[src/rtl/gost89_pkg.sv]
// Shared GOST 28147-89 definitions: widths, round count, decrypt key schedule and round function.
package gost89_pkg;

    localparam int GOST_ROUNDS = 32;
    localparam int BLOCK_W     = 64;
    localparam int HALF_W      = 32;
    localparam int SBOX_W      = 512;
    localparam int SBOX_ONE_W  = 64;
    localparam int KEY_W       = 256;

    // K0..K7 once, then K7..K0 three times; 7 - (r mod 8) is the bitwise inverse of r[2:0].
    function automatic logic [2:0] dec_key_idx(input logic [4:0] r);
        return (r < 5'd8) ? r[2:0] : ~r[2:0];
    endfunction

    // Add subkey, substitute nibble j through S-box j, rotate left by 11.
    function automatic logic [HALF_W-1:0] gost_f(
        input logic [HALF_W-1:0] n1,
        input logic [HALF_W-1:0] k,
        input logic [SBOX_W-1:0] sbox
    );
        logic [HALF_W-1:0]     t;
        logic [HALF_W-1:0]     s;
        logic [SBOX_ONE_W-1:0] sj;
        int unsigned           v;
        t = n1 + k;
        s = '0;
        for (int j = 0; j < 8; j++) begin
            sj = sbox[SBOX_W-1-SBOX_ONE_W*j -: SBOX_ONE_W];
            v  = 32'(t[4*j +: 4]);
            s[4*j +: 4] = sj[63-4*v -: 4];
        end
        return {s[20:0], s[31:21]};
    endfunction

endpackage

[src/rtl/gost89_round.sv]
// One combinational GOST Feistel round, shared by the encrypt and decrypt cores.
module gost89_round
    import gost89_pkg::*;
(
    input  logic [HALF_W-1:0] n1,
    input  logic [HALF_W-1:0] n2,
    input  logic [HALF_W-1:0] subkey,
    input  logic [SBOX_W-1:0] sbox,
    output logic [HALF_W-1:0] n1_next,
    output logic [HALF_W-1:0] n2_next
);

    assign n1_next = gost_f(n1, subkey, sbox) ^ n2;
    assign n2_next = n1;

endmodule

[src/rtl/gost89_ecb_decrypt.sv]
// Iterative GOST 28147-89 ECB decryption: one round per clock, 32 rounds per block.
module gost89_ecb_decrypt
    import gost89_pkg::*;
(
    input  logic               clk,
    input  logic               reset_n,
    input  logic               load_data,
    input  logic [SBOX_W-1:0]  sbox,
    input  logic [KEY_W-1:0]   key,
    input  logic [BLOCK_W-1:0] in,
    output logic [BLOCK_W-1:0] out,
    output logic               busy,
    output logic               done
);

    localparam logic [0:0] S_IDLE = 1'b0;
    localparam logic [0:0] S_RUN  = 1'b1;

    logic [0:0]        state;
    logic [4:0]        r;
    logic [HALF_W-1:0] n1, n2;
    logic [HALF_W-1:0] n1_next, n2_next;
    logic [2:0]        idx;
    logic [HALF_W-1:0] subkey;

    assign idx = dec_key_idx(r);
    // K_i sits at key[255-32*i -: 32], i.e. base (7-i)*32 = {~i, 5'b0}.
    assign subkey = key[{~idx, 5'b0} +: HALF_W];

    gost89_round u_round (
        .n1      (n1),
        .n2      (n2),
        .subkey  (subkey),
        .sbox    (sbox),
        .n1_next (n1_next),
        .n2_next (n2_next)
    );

    always_ff @(posedge clk or negedge reset_n) begin
        if (!reset_n) begin
            state <= S_IDLE;
            r     <= '0;
            n1    <= '0;
            n2    <= '0;
            out   <= '0;
            busy  <= 1'b0;
            done  <= 1'b0;
        end else begin
            done <= 1'b0;
            case (state)
                S_IDLE: begin
                    if (load_data) begin
                        n1    <= in[63:32];
                        n2    <= in[31:0];
                        r     <= '0;
                        busy  <= 1'b1;
                        state <= S_RUN;
                    end
                end
                S_RUN: begin
                    n1 <= n1_next;
                    n2 <= n2_next;
                    r  <= r + 5'd1;
                    // Last round: emit with the final half-swap undone.
                    if (r == 5'(GOST_ROUNDS - 1)) begin
                        out   <= {n2_next, n1_next};
                        busy  <= 1'b0;
                        done  <= 1'b1;
                        state <= S_IDLE;
                    end
                end
                default: state <= S_IDLE;
            endcase
        end
    end

endmodule

[config.mk]
export PLATFORM = sky130hd
export DESIGN_NAME = gost89_ecb_decrypt
export DESIGN_NICKNAME = d
export VERILOG_FILES = /design/src/rtl/gost89_pkg.sv /design/src/rtl/gost89_round.sv /design/src/rtl/gost89_ecb_decrypt.sv
export SDC_FILE = /design/constraint.sdc
export NUM_CORES = 1
export LEC_CHECK = 0
export CAP_MARGIN = 20
export CORE_AREA = 4 4 349 351
export CTS_BUF_LIST = sky130_fd_sc_hd__clkbuf_8 sky130_fd_sc_hd__clkbuf_16
export DETAILED_ROUTE_END_ITERATION = 10
export DIE_AREA = 0 0 353 355
export HOLD_SLACK_MARGIN = 0.03
export MAX_ROUTING_LAYER = met4
export SETUP_SLACK_MARGIN = 0.2
export SLEW_MARGIN = 30
export SYNTH_ARGS = -nofsm -noshare
export SYNTH_HDL_FRONTEND = slang
export SYNTH_HIERARCHICAL = 1
export SYNTH_SLANG_ARGS = --single-unit
export TNS_END_PERCENT = 20
[constraint.sdc]
create_clock -name clk -period 7.8 [get_ports clk]
set_input_delay 1.95 -clock clk [delete_from_list [all_inputs] [get_ports clk]]
set_output_delay 1.95 -clock clk [all_outputs]
set_load 0.1 [all_outputs]
Word level (Yosys, flattened, before mapping)
Cells that the tools add are included.
- add/sub/neg operators: 10
- magnitude comparators: 1
- equality and inequality tests: 3
- shift operators: 9
- mux-type cells: 15
- bitwise gates (word level): 4
- reduce and logical (&&, ||, !) cells: 2
- operators with widths (cell ; number):
    67-bit by 33-bit variable part select with 4-bit output ; 8
    256-bit by 9-bit variable part select with 32-bit output ; 1
    32-bit case mux with 2 select lines ; 2
    32-bit two-way mux ; 2
    6-bit by 6-bit subtractor with 7-bit output (first input constant) ; 8
    32-bit adder ; 1
    32-bit bitwise XOR ; 1
    5-bit case mux with 2 select lines ; 1
    1-bit two-way mux ; 6
    3-bit inverter ; 2
    5-bit by 1-bit adder with 5-bit output (second input constant) ; 1
    5-bit == test (second input constant) ; 1
    5-bit by 4-bit less-than comparator with 1-bit output (second input constant) ; 1
    5-bit two-way mux ; 1
    1-bit case mux with 2 select lines ; 2
    2-bit AND reduction ; 2
    3-bit two-way mux ; 1
    2-bit by 1-bit inequality test with 1-bit output (second input constant) ; 1
    2-bit inequality test (second input constant) ; 1
    1-bit inverter ; 1
- flip-flop bits (word level): 136
- input port bits: 835
- output and inout port bits: 66
- logic and storage cells: 51

Depth between registers and ports, before layout
- depth in word-level cells: 9
- depth in mapped cells: 23
- mapped depth without buffers: 20

By module
Netlist, hierarchy kept.
- modules (own cells, without submodules) (module ; instances ; cells an instance ; area an instance (µm²)):
    gost89_ecb_decrypt ; 1 ; 932 ; 9649.3
    gost89_round ; 1 ; 709 ; 6615.1

Worst setup path before layout
Ideal clock, no wire load.
- kind: in2reg
- start: input key[137]
- end: register out[27]
- library setup time: 0.126 ns
- data arrival time: 6.406 ns
- setup slack: 1.268 ns
- stages on the path: 16
- path buffers: 2
- cells stage by stage: mux2i_1 > o22ai_1 > or4_1 > ha_1 > buf_6 > a21oi_4 > a21oi_1 > or3_4 > o21ai_1 > nand3_1 > xor2_1 > buf_2 > mux4_2 > mux4_2 > xor2_1 > mux2_2
- word-level cells in the longest chain between the ends: 5
- ends and longest elaborated chain (element ; RTL line ; text):
    from (decl) ; gost89_ecb_decrypt.sv:9 ; input logic [KEY_W-1:0] key,
    256-bit by 9-bit variable part select with 32-bit output ; gost89_ecb_decrypt.sv:28 ; assign subkey = key[{~idx, 5'b0} +: HALF_W];
    via subkey[9] ; gost89_ecb_decrypt.sv:24 ; logic [HALF_W-1:0] subkey;
    32-bit adder ; gost89_pkg.sv:26 ; t = n1 + k;
    6-bit by 6-bit subtractor with 7-bit output ; gost89_pkg.sv:31 ; s[4*j +: 4] = sj[63-4*v -: 4];
    67-bit by 33-bit variable part select with 4-bit output ; gost89_pkg.sv:31 ;
    32-bit bitwise XOR ; gost89_round.sv:13 ; assign n1_next = gost_f(n1, subkey, sbox) ^ n2;
    via n1_next[27] ; gost89_ecb_decrypt.sv:22 ; logic [HALF_W-1:0] n1_next, n2_next;
    to (signal assigned) ; gost89_ecb_decrypt.sv:66 ; out <= {n2_next, n1_next};
    to (decl) ; gost89_ecb_decrypt.sv:11 ; output logic [BLOCK_W-1:0] out,
The timed path passes the listed nets, and every way through them passes these cells.
A chain may end at the register's enable or synchronous reset.

Final worst setup path
- start: input key[227]
- end: register out[22]
The elaborated chain is that of the path after synthesis.

==> impl_metrics.tcl <==
set metrics [dict create \
    drc 0 \
    gr-usage-all-layers_pct 15.9 \
    avgSynthCellArea_um2 9.91 \
    worstPathRequired_ps 8160 \
    clockRootBuffer "clkbuf_16" \
    die_h_um 355 \
    hpwl_um 86600 \
    clk_latency_ps 490 \
    start_util_pct 13.7 \
    layout-drive-gt1-share_pct 14.0 \
    vias 17556 \
    fmax_ghz 0.144 \
    cts_setup_buffers 0 \
    fp.dieArea_um2 125000 \
    synth_cells 1641 \
    drt_pass1_iterations 5 \
    clk_pin_slew_ps 70 \
    syn_nets 2511 \
    nets 3348 \
    maxCapViolations 0 \
    routedWlPerCell_um 25.0 \
    tightest_slew_ps 1040 \
    setup_violations 0 \
    final_antenna_net_count 0 \
    gp_congestion 0.945 \
    critical_path.endpoint_type "flop" \
    ys_ff_latch 136 \
    cts_hold_buf 0 \
    hold_class "flop to flop" \
    final_cell_mix "clkdlybuf4s50_1, mux2i_1, nand2_1" \
    slowest_delay_ps 630 \
    cts_resized 0 \
    final_max_slew_viol_count 0 \
    cp_max_fo 7 \
    viasPerCell 4.34 \
    fin_tns_setup_ps 0 \
    min_period_ps 6950 \
    path_class "input pin to flop" \
    drt_iter0_drc 1005 \
    grt_pass1_wl_um 138000 \
    syn_to_final_growth_pct 69.8 \
    die_w_um 353 \
    syn_area_um2 16300 \
    portBuffers 900 \
    path_cells "clkdlybuf4s50_1 > mux2i_1 > o22ai_1 > or4_1 > ha_1 > a21o_1 > a21oi_1 > a21boi_1 > o21ai_0 > a2111oi_0 > a211oi_4 > buf_4 > mux4_2 > inv_1 > o22ai_1 > a221oi_1 > buf_4 > xnor2_1 > mux2_2" \
    synth_edf_count 0 \
    ys_seq_area_share_pct 20.9 \
    crit_slowest_cell "a211oi_4" \
    numClockSinks 136 \
    rows 127 \
    grt-ovfl-total 0 \
    clockBufferDepth 2 \
    cts_buffers 17 \
    status "complete, no violations" \
    async_reset_ff_share_pct 100 \
    io_pins 901 \
    rsz0062_at_grt "no" \
    yosysWarnings 6 \
    final_common_cell "clkdlybuf4s50_1" \
    ys_types 70 \
    setup_ws_ps 847 \
    dpl_worst_slack_ps 327 \
    grt_pass1_vias 18146 \
    core_region_area_um2 119000 \
    totalWireLength_um 101000 \
    antenna_found_initial 17 \
    hold_viol_final 0 \
    synth_flop_cell "dfrtp_1" \
    cp.arrival_ps 7310 \
    slew_headroom_pct 30.7 \
    cts_tree "yes" \
    grt_max_degree 75 \
    htreeDepth 4 \
    clock_skew_ps 24.4 \
    period_share_pct 89.1 \
    cp-start-kind "input pin" \
]
==> critical path, delay by kind of cell <==
kind	cells	cell delay (ps)
buf+inv	4	1090
compound gates	9	2150
simple gates	1	620
fa+ha+maj	1	380
mux	3	960
xor+xnor	1	130
==> logic make-up after synthesis <==
logic type                 after synthesis  synth area share (%)
AOI/OAI and AO/OA                      379                  14.6
xor gates and xnor gates                56                  3.11
adders and majority gates               35                  2.74
buffers and inverters                  178                  5.99
DFF                                    136                  20.9
muxes                                  554                  43.5
and+or+nand+nor                        303                  9.08
==> layout make-up <==
type / instances / area (um^2)
multi-input combinational: 1327 / 12100
fill: 12901 / 91400
clock buffer: 17 / 425
tap: 1548 / 1940
timing repair buffer: 970 / 9470
antenna: 4 / 10.0
clock inverter: 15 / 218
sequential: 136 / 3410
inverter: 26 / 97.6
==> stage by stage <==
| step | hold WS, ps | std cells | area [um^2] | util, % |
|---|---|---|---|---|
| 6_report | 502 | 4043 | 27600 | 23.2 |
| 4_1_cts | 505 | 4039 | 27600 | 23.2 |
| 3_5_place_dp | 489 | 4007 | 27000 | 22.7 |
| 3_3_place_gp | 487 | 4007 | 27000 | 22.7 |
| 5_1_grt | 514 | 4041 | 27600 | 23.2 |
| 2_1_floorplan | 549 | 1641 | 16300 | - |
==> flip-flops by register name, indices dropped and copies added, names as in the netlist <==
name   flops
n2        32
busy       1
r          5
n1        32
state      1
done       1
out       64
==> final timing paths <==
path | from | to | slack, ps | depth (start not counted)
max reg2reg | r[0] | out[9] | 1170 | 17
min in group asynchronous | reset_n | out[63] | 1500 | 1
min | out[58] | out[58] | 500 | 1
min reg2reg | out[58] | out[58] | 500 | 1
max in group asynchronous | reset_n | r[0] | 5110 | 2
max | key[227] | out[22] | 850 | 19
==> synth_stat cells, drive strengths merged, types with 11 or more instances <==
library cell	count	area share [%]
mux2i	372	23
nand2	165	3.8
dfrtp	136	21
o22ai	133	5.1
mux4	116	16
buf	110	4.4
o21ai	93	2.9
mux2	66	4.6
a21oi	64	2.1
clkbuf	42	0.97
ha	34	2.6
xor2	33	1.8
nor2	32	0.75
or4	32	1.5
inv	26	0.60
xnor2	23	1.3
o21bai	17	0.78
a22oi	14	0.65
a211oi	12	0.58
nand3	12	0.40
and4	11	0.59
==> metal layers <==
layer  GRT usage, %  up-vias  part of all wire [%]
li1               -     8075                     -
met1           18.6     8744                    41
met2           28.5      670                    52
met3           3.23       67                   5.8
met4           2.55        0                   1.1
met5              -        -                     0
Power is left out: the tool's default activity adds up to more than one toggle a clock period on the data nets, which glitch-free logic cannot reach.
==> edit (same settings) <==
Put one more register stage on the output `out`, without a reset. The value now appears one clock later. The other outputs are not delayed to match.
--- a/src/rtl/gost89_ecb_decrypt.sv
+++ b/src/rtl/gost89_ecb_decrypt.sv
@@ -17,2 +17,4 @@
     localparam logic [0:0] S_RUN  = 1'b1;
+
+    logic [BLOCK_W-1:0] out_s0;
 
@@ -44,3 +46,3 @@
             n2    <= '0;
-            out   <= '0;
+            out_s0 <= '0;
             busy  <= 1'b0;
@@ -65,3 +67,3 @@
                     if (r == 5'(GOST_ROUNDS - 1)) begin
-                        out   <= {n2_next, n1_next};
+                        out_s0 <= {n2_next, n1_next};
                         busy  <= 1'b0;
@@ -76,2 +78,6 @@
 
+    always_ff @(posedge clk) begin
+        out <= out_s0;
+    end
+
 endmodule
Behaviour: no difference found for any inputs over 4 cycles, from zero or initial values and one cycle with reset_n low; that may be too few to reach the edited logic, so the function may still have changed.
==> edit against the original RTL <==
Worst setup slack worse by 0.080 ns; wire length down 1.9%; utilization up 1.1 points; synthesized area up 7.9%; final area up 4.7%; sequential cell count up 64; sequential share of layout area up 3.9 points; highest routed layer unchanged.
Power is left out: the tool's default activity adds up to more than one toggle a clock period on the data nets, which glitch-free logic cannot reach.
==> edit: results (changes against the original RTL) <==
stage	metric	value	unit	change
cells_and_area	layout net count	3407		+1.8%
worst_setup_path	CP max FO	30		+23
worst_setup_path	critical path startpoint	key[169]		
synth	post-synthesis sequential area ratio	26.7	%	+5.8 points
cells_and_area	fraction of area in multi-input gates	41.6	%	-2.0 points
route	DR iter-0 viols	904		-10%
synth	multiplexer area fraction after synthesis	40.3	%	-3.2 points
cts	CTS root buffer	clkbuf_16		
route	DR vias	18000		+2.4%
cells_and_area	ANT cells	17		+13
placement	placed insts	4066		+1.5%
worst_setup_path	Critical R2R Launch	r[0]$_DFFE_PN0P_		
synth	Synth Area in Compound Gates	13.6	%	-1.1 points
cells_and_area	bufs w/o clock	965		-0.52%
cells_and_area	Data buffer area share	32.8	%	-1.5 points
cells_and_area	fin util	24.3	%	+1.1 points
sta	Final Critical Period	7.03	ns	+0.0802 ns
synth	Yosys reg bits	200		+47%
run_status	status	complete, no violations		
cells_and_area	Regs by FF count	out x64, out_s0 x64		
sta	Worst Tran Pin Value	1.03	ns	-0.00306 ns
cts	clock latency on the worst-skew pair	0.49	ns	about the same
worst_hold_path	worst hold stages	0		-1
global_route	initial antenna violation count	26		+9
synth	xor-xnor portion of the synthesized cell area	2.88	%	-0.23 points
synth	top cells by count, synth	mux2i_1 (372), nand2_1 (164), dfrtp_1 (136)		
route	vias per inst	4.37		+0.62%
cells_and_area	Multi-input comb cells	1327		unchanged
worst_hold_path	worst hold endpoint	out[5]$_DFF_P_		
global_route	global-route wire length before repair	134000	µm	-2.8%
route	Routed WL	99300	µm	-1.9%
placement	Post-DP Area	28300	µm²	+4.7%
synth	ys async rst share	68.0	%	-32 points
cells_and_area	layout cells sized above 1	13.3	%	-0.76 points
synth	adder-cell share of the synthesized area	2.54	%	-0.20 points
worst_setup_path	crit path DAT	7.45	ns	+0.14 ns
worst_setup_path	Reg2Reg Setup Slack	1.03	ns	-0.14 ns
cells_and_area	Clock buffers and inverters, area share	2.20	%	-0.13 points
synth	Synth Instances	1705		+3.9%
synth	number of distinct library cells after synthesis	71		+1.4%
cells_and_area	Storage cell area	4690	µm²	+38%
synth	Post-Syn Nets	2575		+2.5%
cells_and_area	Multi-input gate area	12000	µm²	-0.12%
cells_and_area	clock buf count	18		+1
global_route	total track usage	15.4	%	-0.45 points
cts	Reg clk slew, reported paths	0.09	ns	+0.02 ns
synth	Most used DFF post-synth	dfrtp_1		
synth	top post-synthesis cells by area	mux2i_1 (21%), dfrtp_1 (19%), mux4_2 (15%)		
placement	placer congestion estimate	0.912		-3.4%
route	DRT Pass-1 Iters	5		unchanged
global_route	largest net degree at the start of global routing	82		+9.3%
worst_hold_path	hold_sp	out_s0[5]$_DFFE_PN0P_		
sta	Clock Skews	0.0320	ns	+0.00767 ns
sta	WHS	0.363	ns	-0.139 ns
placement	HPWL Detailed	84600	µm	-2.2%
worst_setup_path	RR Endpoint	out_s0[10]$_DFFE_PN0P_		
placement	Post-Place Setup Slack	0.251	ns	-0.0759 ns
cts	CTS Buf Count	17		unchanged
cells_and_area	Fillers	12700		-1.3%
placement	PortBufs	900		unchanged
edit: cell types whose count changed in the layout (fill, tap and decap cells not counted), sizes merged:
cell	delta
dfxtp	+64
clkinv	-1
inv	+3
clkdlybuf4s50	+7
clkbuf	+2
buf	-13
clkinvlp	-1
diode	+13
bufinv	-2
edit: critical path, cell delays in order:
cell and delay [ns]:
clkdlybuf4s50_1 0.44, mux2i_1 0.16, o22ai_1 0.10, or4_1 0.63, ha_1 0.44, a21oi_4 0.24
a21oi_1 0.09, or3_4 0.38, o2111ai_2 0.31, a31oi_2 0.27, o41ai_4 0.43, xnor2_2 0.17
buf_12 0.27, mux4_2 0.59, mux2i_1 0.35, nor2_1 0.11, a2111oi_2 0.28, mux2_2 0.22
edit: per-layer routing:
metal,vias to the layer above,wire (µm),GRT usage [%]
li1,8265,-,-
met1,8875,40600,17.9
met2,765,50400,26.6
met3,75,6290,3.63
met4,0,1960,4.41
met5,-,0,-
